--- config.mk ---
export PLATFORM = sky130hd
export DESIGN_NAME = crc16_arbiter
export DESIGN_NICKNAME = d
export VERILOG_FILES = /design/src/rtl/crc16_arbiter.sv
export SDC_FILE = /design/constraint.sdc
export NUM_CORES = 1
export LEC_CHECK = 0
export CAP_MARGIN = 20
export CELL_PAD_IN_SITES_DETAIL_PLACEMENT = 0
export CELL_PAD_IN_SITES_GLOBAL_PLACEMENT = 1
export CORE_AREA = 3 3 231 233
export CTS_CLUSTER_SIZE = 24
export DETAILED_ROUTE_END_ITERATION = 16
export DIE_AREA = 0 0 234 236
export PLACE_DENSITY_LB_ADDON = 0.1
export SYNTH_ARGS = -nofsm -noshare
export SYNTH_HDL_FRONTEND = slang
export SYNTH_SLANG_ARGS = --single-unit
export TNS_END_PERCENT = 1
--- constraint.sdc ---
create_clock -name clk_in -period 2 [get_ports clk_in]
set_input_delay 0.4 -clock clk_in [delete_from_list [all_inputs] [get_ports clk_in]]
set_output_delay 0.4 -clock clk_in [all_outputs]
set_load 0.05 [all_outputs]
--- src/rtl/crc16_arbiter.sv ---
// rtl/crc16_arbiter.sv - round-robin arbiter sharing one CRC16 engine among frame parsers
// Grants one job at a time, streams its words to the engine and returns the result.
module crc16_arbiter #(
  parameter int NUM_REQ = 4,
  parameter int TIMEOUT = 63
) (
  input  logic                   clk_in,
  input  logic                   rst_n,
  input  logic [NUM_REQ-1:0]     req_valid,
  input  logic [NUM_REQ*128-1:0] req_data,
  input  logic [NUM_REQ*4-1:0]   req_count,
  output logic [NUM_REQ-1:0]     req_ready,
  output logic [NUM_REQ-1:0]     rsp_valid,
  output logic [15:0]            rsp_crc,
  output logic                   rsp_err,
  output logic                   crc16_clear,
  output logic                   crc16_valid,
  output logic [15:0]            data_to_crc,
  input  logic                   crc16_done,
  input  logic [15:0]            data_from_crc
);

  localparam int IDW = (NUM_REQ > 1) ? $clog2(NUM_REQ) : 1;
  localparam int CW  = $clog2(TIMEOUT + 1);

  typedef enum logic [2:0] {S_IDLE, S_CLEAR, S_SEND, S_WAIT, S_RESP} state_e;

  state_e               state_q, state_d;
  logic [IDW-1:0]       rr_q, rr_d;
  logic [IDW-1:0]       owner_q, owner_d;
  logic [127:0]         data_q, data_d;
  logic [3:0]           count_q, count_d;
  logic [3:0]           idx_q, idx_d;
  logic [CW-1:0]        tmo_q, tmo_d;
  logic [NUM_REQ-1:0]   req_ready_q, req_ready_d;
  logic [NUM_REQ-1:0]   rsp_valid_q, rsp_valid_d;
  logic [15:0]          rsp_crc_q, rsp_crc_d;
  logic                 rsp_err_q, rsp_err_d;
  logic                 clear_q, clear_d;
  logic                 valid_q, valid_d;
  logic [15:0]          word_q, word_d;

  logic                 hit;
  logic [IDW-1:0]       pick;
  logic [IDW-1:0]       cand;
  logic [3:0]           pick_count;

  always_comb begin
    state_d     = state_q;
    rr_d        = rr_q;
    owner_d     = owner_q;
    data_d      = data_q;
    count_d     = count_q;
    idx_d       = idx_q;
    tmo_d       = tmo_q;
    req_ready_d = '0;
    rsp_valid_d = '0;
    rsp_crc_d   = '0;
    rsp_err_d   = 1'b0;
    clear_d     = 1'b0;
    valid_d     = 1'b0;
    word_d      = '0;
    hit         = 1'b0;
    pick        = '0;
    cand        = '0;
    pick_count  = '0;

    // First pending requester at or after the round-robin pointer
    for (int k = 0; k < NUM_REQ; k++) begin
      cand = IDW'((int'(rr_q) + k) % NUM_REQ);
      if (!hit && req_valid[cand]) begin
        hit  = 1'b1;
        pick = cand;
      end
    end
    pick_count = req_count[pick*4 +: 4];

    case (state_q)
      S_IDLE: begin
        if (hit) begin
          req_ready_d[pick] = 1'b1;
          owner_d           = pick;
          data_d            = req_data[pick*128 +: 128];
          count_d           = pick_count;
          rr_d              = IDW'((int'(pick) + 1) % NUM_REQ);
          state_d           = ((pick_count == 4'd0) || (pick_count > 4'd8)) ? S_RESP : S_CLEAR;
        end
      end
      S_CLEAR: begin
        clear_d = 1'b1;
        idx_d   = '0;
        state_d = S_SEND;
      end
      S_SEND: begin
        // One extra SEND cycle after the last word keeps done ignored while it is on the bus
        if (idx_q < count_q) begin
          valid_d = 1'b1;
          word_d  = data_q[{idx_q[2:0], 4'b0000} +: 16];
          idx_d   = idx_q + 4'd1;
        end else begin
          tmo_d   = '0;
          state_d = S_WAIT;
        end
      end
      S_WAIT: begin
        if (crc16_done) begin
          rsp_valid_d[owner_q] = 1'b1;
          rsp_crc_d            = data_from_crc;
          state_d              = S_IDLE;
        end else if (tmo_q == CW'(TIMEOUT)) begin
          rsp_valid_d[owner_q] = 1'b1;
          rsp_err_d            = 1'b1;
          state_d              = S_IDLE;
        end else begin
          tmo_d = tmo_q + 1'b1;
        end
      end
      S_RESP: begin
        rsp_valid_d[owner_q] = 1'b1;
        rsp_err_d            = 1'b1;
        state_d              = S_IDLE;
      end
      default: state_d = S_IDLE;
    endcase
  end

  always_ff @(posedge clk_in or negedge rst_n) begin
    if (!rst_n) begin
      state_q     <= S_IDLE;
      rr_q        <= '0;
      owner_q     <= '0;
      data_q      <= '0;
      count_q     <= '0;
      idx_q       <= '0;
      tmo_q       <= '0;
      req_ready_q <= '0;
      rsp_valid_q <= '0;
      rsp_crc_q   <= '0;
      rsp_err_q   <= 1'b0;
      clear_q     <= 1'b0;
      valid_q     <= 1'b0;
      word_q      <= '0;
    end else begin
      state_q     <= state_d;
      rr_q        <= rr_d;
      owner_q     <= owner_d;
      data_q      <= data_d;
      count_q     <= count_d;
      idx_q       <= idx_d;
      tmo_q       <= tmo_d;
      req_ready_q <= req_ready_d;
      rsp_valid_q <= rsp_valid_d;
      rsp_crc_q   <= rsp_crc_d;
      rsp_err_q   <= rsp_err_d;
      clear_q     <= clear_d;
      valid_q     <= valid_d;
      word_q      <= word_d;
    end
  end

  assign req_ready   = req_ready_q;
  assign rsp_valid   = rsp_valid_q;
  assign rsp_crc     = rsp_crc_q;
  assign rsp_err     = rsp_err_q;
  assign crc16_clear = clear_q;
  assign crc16_valid = valid_q;
  assign data_to_crc = word_q;

endmodule

Word level (Yosys, flattened, before mapping)
Cells that the tools add are included.
{"block": "totals", "ram_bits": 0, "inputBits": 551, "latch_bits": 0, "wordCells": 108, "out_inout_bits": 43, "reg_bits": 192, "mem_bits_ro": 0, "n_memories": 0}
{"block": "classes", "n_div": 0, "shift": 3, "magnitude_cmp": 10, "bitwise": 0, "multipliers": 0, "eq_ne": 11, "n_mux": 47, "reduce_logical": 17, "n_addsub": 6}
{"cell": "$shiftx 512x10->128", "count": 1}
{"cell": "$shiftx 128x8->16", "count": 1}
{"cell": "$mux 16", "count": 4}
{"cell": "$mux 4", "count": 5}
{"cell": "$lt 2x3->1 const B", "count": 6}
{"cell": "$mux 6", "count": 3}
{"cell": "$pmux 4 s2", "count": 2}
{"cell": "$shiftx 16x5->4", "count": 1}
{"cell": "$mux 1", "count": 15}
{"cell": "$mux 3", "count": 5}
{"cell": "$pmux 3 s4", "count": 1}
{"cell": "$pmux 6 s2", "count": 1}
{"cell": "$ne 2x2->1 const B", "count": 5}
{"cell": "$bmux 1 s2", "count": 4}
{"cell": "$mux 2", "count": 4}
{"cell": "$add 6x1->6 const B", "count": 1}
{"cell": "$eq 3x2->1 const B", "count": 2}
{"cell": "$eq 6x6->1 const B", "count": 1}
{"cell": "$logic_and 1x1->1", "count": 5}
{"cell": "$add 2x1->2 const B", "count": 2}
{"cell": "$add 2x2->2 const B", "count": 2}
{"cell": "$add 4x1->4 const B", "count": 1}
{"cell": "$demux 1 s2", "count": 2}
{"cell": "$ge 2x1->1 const B", "count": 2}
{"cell": "14 further kinds", "count": 18}

Depth between registers and ports, before layout
Gate-level depths: netlist (run 1).
{"block": "logic_depth", "ltp_word": 18, "ltp_mapped": 10, "ltp_nobuf": 9}

Worst setup path after synthesis (run 1)
No wires, ideal clock.
{"block": "synth_timing", "path_kind": "reg-to-reg", "from": "register rr_q[1]", "to": "register state_q[0]", "n_path_buf": 1, "t_required_ns": 1.881, "t_arrival_ns": 1.795, "setup_slack_ns": 0.086, "synth_period_minus_slack_ns": 1.914, "setup_time_ns": 0.119, "path_stages_with_launch": 10, "path_cell_list": "dfrtp_1 -> nand2b_1 -> a21o_1 -> o211a_1 -> buf_4 -> inv_2 -> nand3_1 -> a222oi_1 -> xor2_1 -> o21a_1"}
{"block": "synth_between", "elab_chain_len": 18, "word_cells_on_any_way": 34, "cone_classes": "3 x add/sub; 1 x order compare; 1 x eq/ne; 1 x shift; 19 x mux; 9 x reduce/logical"}
{"element": "start, declared", "line": "29", "rtl": "logic [IDW-1:0] rr_q, rr_d;"}
{"element": "start signal, assigned", "line": "145", "rtl": "rr_q <= rr_d;"}
{"element": "branches (longest 18 deep; another with $add 2x1->2)"}
{"element": "end signal, assigned", "line": "144", "rtl": "state_q <= state_d;"}
{"element": "end, declared", "line": "28", "rtl": "state_e state_q, state_d;"}
Several ways; the timed one is not identified. The select of a mux whose other input is x is not followed.
A chain may end at the register's enable or synchronous reset.

Worst setup path after layout (run 1)
{"block": "layout_timing", "from": "register rr_q[1]", "to": "register data_q[73]"}
{"block": "layout_between", "elab_chain_len": 13, "word_cells_on_any_way": 27, "cone_classes": "3 x add/sub; 1 x shift; 16 x mux; 7 x reduce/logical"}
{"element": "branches (longest 13 deep; another with $add 2x1->2)"}
{"element": "end signal, assigned", "line": "147", "rtl": "data_q <= data_d;"}
{"element": "end, declared", "line": "31", "rtl": "logic [127:0] data_q, data_d;"}
Several ways; the timed one is not identified. The select of a mux whose other input is x is not followed.

==> results_dict.tcl, run 1 <==
set metrics [dict create \
    drc 0 \
    critPathBufInv 4 \
    coreArea_mm2 0.0514 \
    grt_use_total_pct 21.7 \
    synth_top_family_by_area "simple AND/OR/NAND/NOR gates" \
    finalPower_w 0.0276 \
    rsz0062_at_grt "true" \
    hold_viol 0 \
    r2r_start "rr_q[1]$_DFFE_PN0P_" \
    r2r_cells 11 \
    overflow 0 \
    drive_gt1_share_pct 14.2 \
    grt_max_degree 80 \
    initial_core_util_pct 23.6 \
    timing.hold.ws_ns 0.327 \
    grt_pass1_vias 14000 \
    synthCells 1710 \
    skew_ns 0.0127 \
    worstPathCellList "and4b_1 -> a21o_4 -> nor2_4 -> buf_12 -> inv_16 -> buf_16 -> buf_4 -> nand2_1 -> nand2_1 -> o21ai_2 -> o21ai_1" \
    synth_mux_area_share_pct 7.52 \
    violations "negative setup slack" \
    multiInputGateArea_mm2 0.00712 \
    nFillCells 5383 \
    syn-num-nets 2270 \
    maxCapViolations 0 \
    synth_cell_types 44 \
    synthSimpleGateAreaFrac_pct 34.0 \
    worstSetupEndpointType "register" \
    p_leak_nw 9.95 \
    synth-adder-area-share_pct 0.929 \
    r2r_end "data_q[73]$_DFFE_PN0P_" \
    ys_warn_count 0 \
    yosysSeqAreaShare_pct 39.6 \
    row_count 83 \
    startpoint_type "register" \
    max_stage_delay_ns 0.46 \
    firstDrtPassIters 5 \
    drt-initial-drc-count 685 \
    htreeDepth 4 \
    pre_cts_slack_ns -0.919 \
    wl_um 61600 \
    status "finished, violations left" \
    critPathMostFrequentCell "nand2_1" \
    seqCellArea_mm2 0.00481 \
    min_period_ns 2.21 \
    crit_path_max_fanout 20 \
    cts.path.max_buffers 2 \
    rrSetupSlack_ns -0.21 \
    wl_per_cell_um 20.3 \
    die-area_mm2 0.0552 \
    finalCritPeriodShare_pct 110 \
    max_slew_margin_pct 61.2 \
    yosys_most_used_dff "dfrtp_1" \
    min_path_type "in2async" \
    fp.dieH_um 236 \
    crit_arrival_ns 2.54 \
    max_clock_freq_mhz 453 \
    irDropWorstVdd_mv 0.596 \
    synthXorXnorAreaFrac_pct 0.144 \
    clkTransAtPathRegs_ns 0.08 \
    cp.required_ns 2.34 \
    syn-mean-instance-area_um2 7.09 \
    power_density_mw_per_mm2 1310 \
    final_cell_mix "788 x nand2_1, 548 x clkdlybuf4s50_1, 188 x dfrtp_1, 140 x nand3_1, 123 x o21ai_1" \
    synth_compound_area_share_pct 12.8 \
    timing.final.ws_setup_ns -0.207 \
    via_per_inst 4.60 \
    worst_slew_pin_slew_ns 0.581 \
    drv_slew 0 \
    nets 2888 \
    netlist_area_mm2 0.0121 \
    num_io_pins 594 \
    crit_family "buffers and inverters" \
    numCtsBuffers 17 \
    place_congestion 0.820 \
    finalSetupViolations 112 \
    async_flop_share_pct 100 \
    clk_root_buffer_cell "clkbuf_16" \
    synth_edf_count 0 \
    ant_nets 0 \
    worstSetupPathType "reg2reg" \
    area_delta_synth_final_pct 73.9 \
    final_common_cell "nand2_1" \
    die_x_um 234 \
    clock-sinks 192 \
    crit_slowest_cell "dfrtp_2" \
    ys_ff_latch 192 \
    vias 13900 \
    portBuffers 593 \
    antenna_found_initial 6 \
    clkLatencyLatePin_ns 0.46 \
    cts_tree "yes" \
    dpl.hpwl_um 48200 \
    grt_pass1_wl_um 89500 \
]
-- layer usage --
| metal | vias to the layer above | GRT usage (%) | routed length, um |
|---|---|---|---|
| met2 | 406 | 36.0 | 29300 |
| met4 | 0 | 5.10 | 1060 |
| met3 | 45 | 4.13 | 3550 |
| met5 | - | 0 | 0 |
| met1 | 6532 | 29.1 | 27600 |
| li1 | 6934 | - | - |
-- synth_stat cells, types with 2 or more instances --
| master | number | area [um2] |
|---|---|---|
| nor3_1 | 2 | 10.0 |
| o21ai_1 | 68 | 340 |
| a31oi_1 | 2 | 12.5 |
| clkbuf_1 | 65 | 244 |
| mux4_2 | 32 | 721 |
| a21o_1 | 2 | 15.0 |
| a21oi_1 | 5 | 25.0 |
| inv_2 | 2 | 7.51 |
| nand2_1 | 793 | 2980 |
| nor4_1 | 2 | 12.5 |
| mux2i_1 | 18 | 180 |
| nor2_1 | 28 | 105 |
| and2_1 | 5 | 31.3 |
| and3_1 | 19 | 119 |
| o31ai_1 | 3 | 22.5 |
| ha_1 | 9 | 113 |
| buf_2 | 50 | 250 |
| dfrtp_1 | 192 | 4800 |
| nand3_1 | 148 | 741 |
| nand3b_1 | 3 | 22.5 |
| inv_1 | 7 | 26.3 |
| o21ai_0 | 213 | 1070 |
| buf_1 | 18 | 67.6 |
| nand2b_1 | 4 | 25.0 |
-- cell type report --
| class | count | area share (%) |
|---|---|---|
| inverter | 9 | 0.237 |
| clock buffer | 18 | 2.04 |
| tap | 680 | 4.04 |
| sequential | 192 | 22.8 |
| clock inverter | 14 | 0.765 |
| antenna | 4 | 0.0475 |
| multi-input combinational | 1375 | 33.8 |
| timing repair buffer | 733 | 36.3 |
-- where the power goes --
| part | internal, W | total (W) | switching, W |
|---|---|---|---|
| logic | 0.00764 | 0.0171 | 0.00942 |
| clock network | 0.00180 | 0.00357 | 0.00177 |
| registers | 0.00558 | 0.00699 | 0.00141 |
| total | 0.0150 | 0.0276 | 0.0126 |
-- metrics by stage --
stage	utilization, %	cell area [um2]	setup TNS (ns)	instances
6_report	41.0	21100	-8.00	3025
5_1_grt	41.0	21100	-22.98	3025
4_1_cts	40.0	20500	-11.19	3017
3_5_place_dp	38.1	19600	-92.11	2978
3_3_place_gp	38.1	19600	-88.84	2977
2_1_floorplan	-	12100	0	1710
-- logic make-up (layout without fill, tap and decap cells) --
| group | Yosys count | after routing |
|---|---|---|
| compound gates | 299 | 299 |
| xor+xnor | 2 | 2 |
| fa+ha+maj | 9 | 9 |
| buf+inv | 143 | 774 |
| flops | 192 | 192 |
| mux | 51 | 51 |
| other cells | 0 | 4 |
| simple gates | 1014 | 1014 |
-- worst max-delay path by stage --
stage	from	to	cells after the start
after global placement	req_valid[3]	data_q[16]$_DFFE_PN0P_	11
after CTS	rr_q[1]$_DFFE_PN0P_	data_q[107]$_DFFE_PN0P_	10
after detailed placement	req_valid[3]	data_q[37]$_DFFE_PN0P_	12
after floorplan	rr_q[1]$_DFFE_PN0P_	state_q[0]$_DFFE_PN0P_	9
after global routing	rr_q[0]$_DFFE_PN0P_	data_q[73]$_DFFE_PN0P_	11
final	rr_q[1]$_DFFE_PN0P_	data_q[73]$_DFFE_PN0P_	11
-- state kept, by name, summed over array words and instances (netlist names) --
register,cells
req_ready,4
state_q,3
crc16_clear,1
rsp_crc,16
idx_q,4
rsp_valid,4
data_to_crc,16
count_q,4
data_q,128
crc16_valid,1
rr_q,2
tmo_q,6
owner_q,2
rsp_err,1
-- what timing repair did --
action | CTS | global route
buffers inserted | 2 | 2
setup endpoints to repair | 153 | 163
hold buffers | 1 | 0
endpoints found under the hold margin | 83 | 0
pin swaps | 2 | 7
gates resized for setup | 99 | 209
gates cloned | 4 | 2
No activity file was read; power rests on OpenSTA's default activity.
==> inputs of run 2 (changes only) <==
ABC_AREA = 0   (was unset)
SETUP_SLACK_MARGIN = 0.02   (was unset)
==> results of run 2 <==
No change in the layout: final DEF, timing and power equal those of run 1.
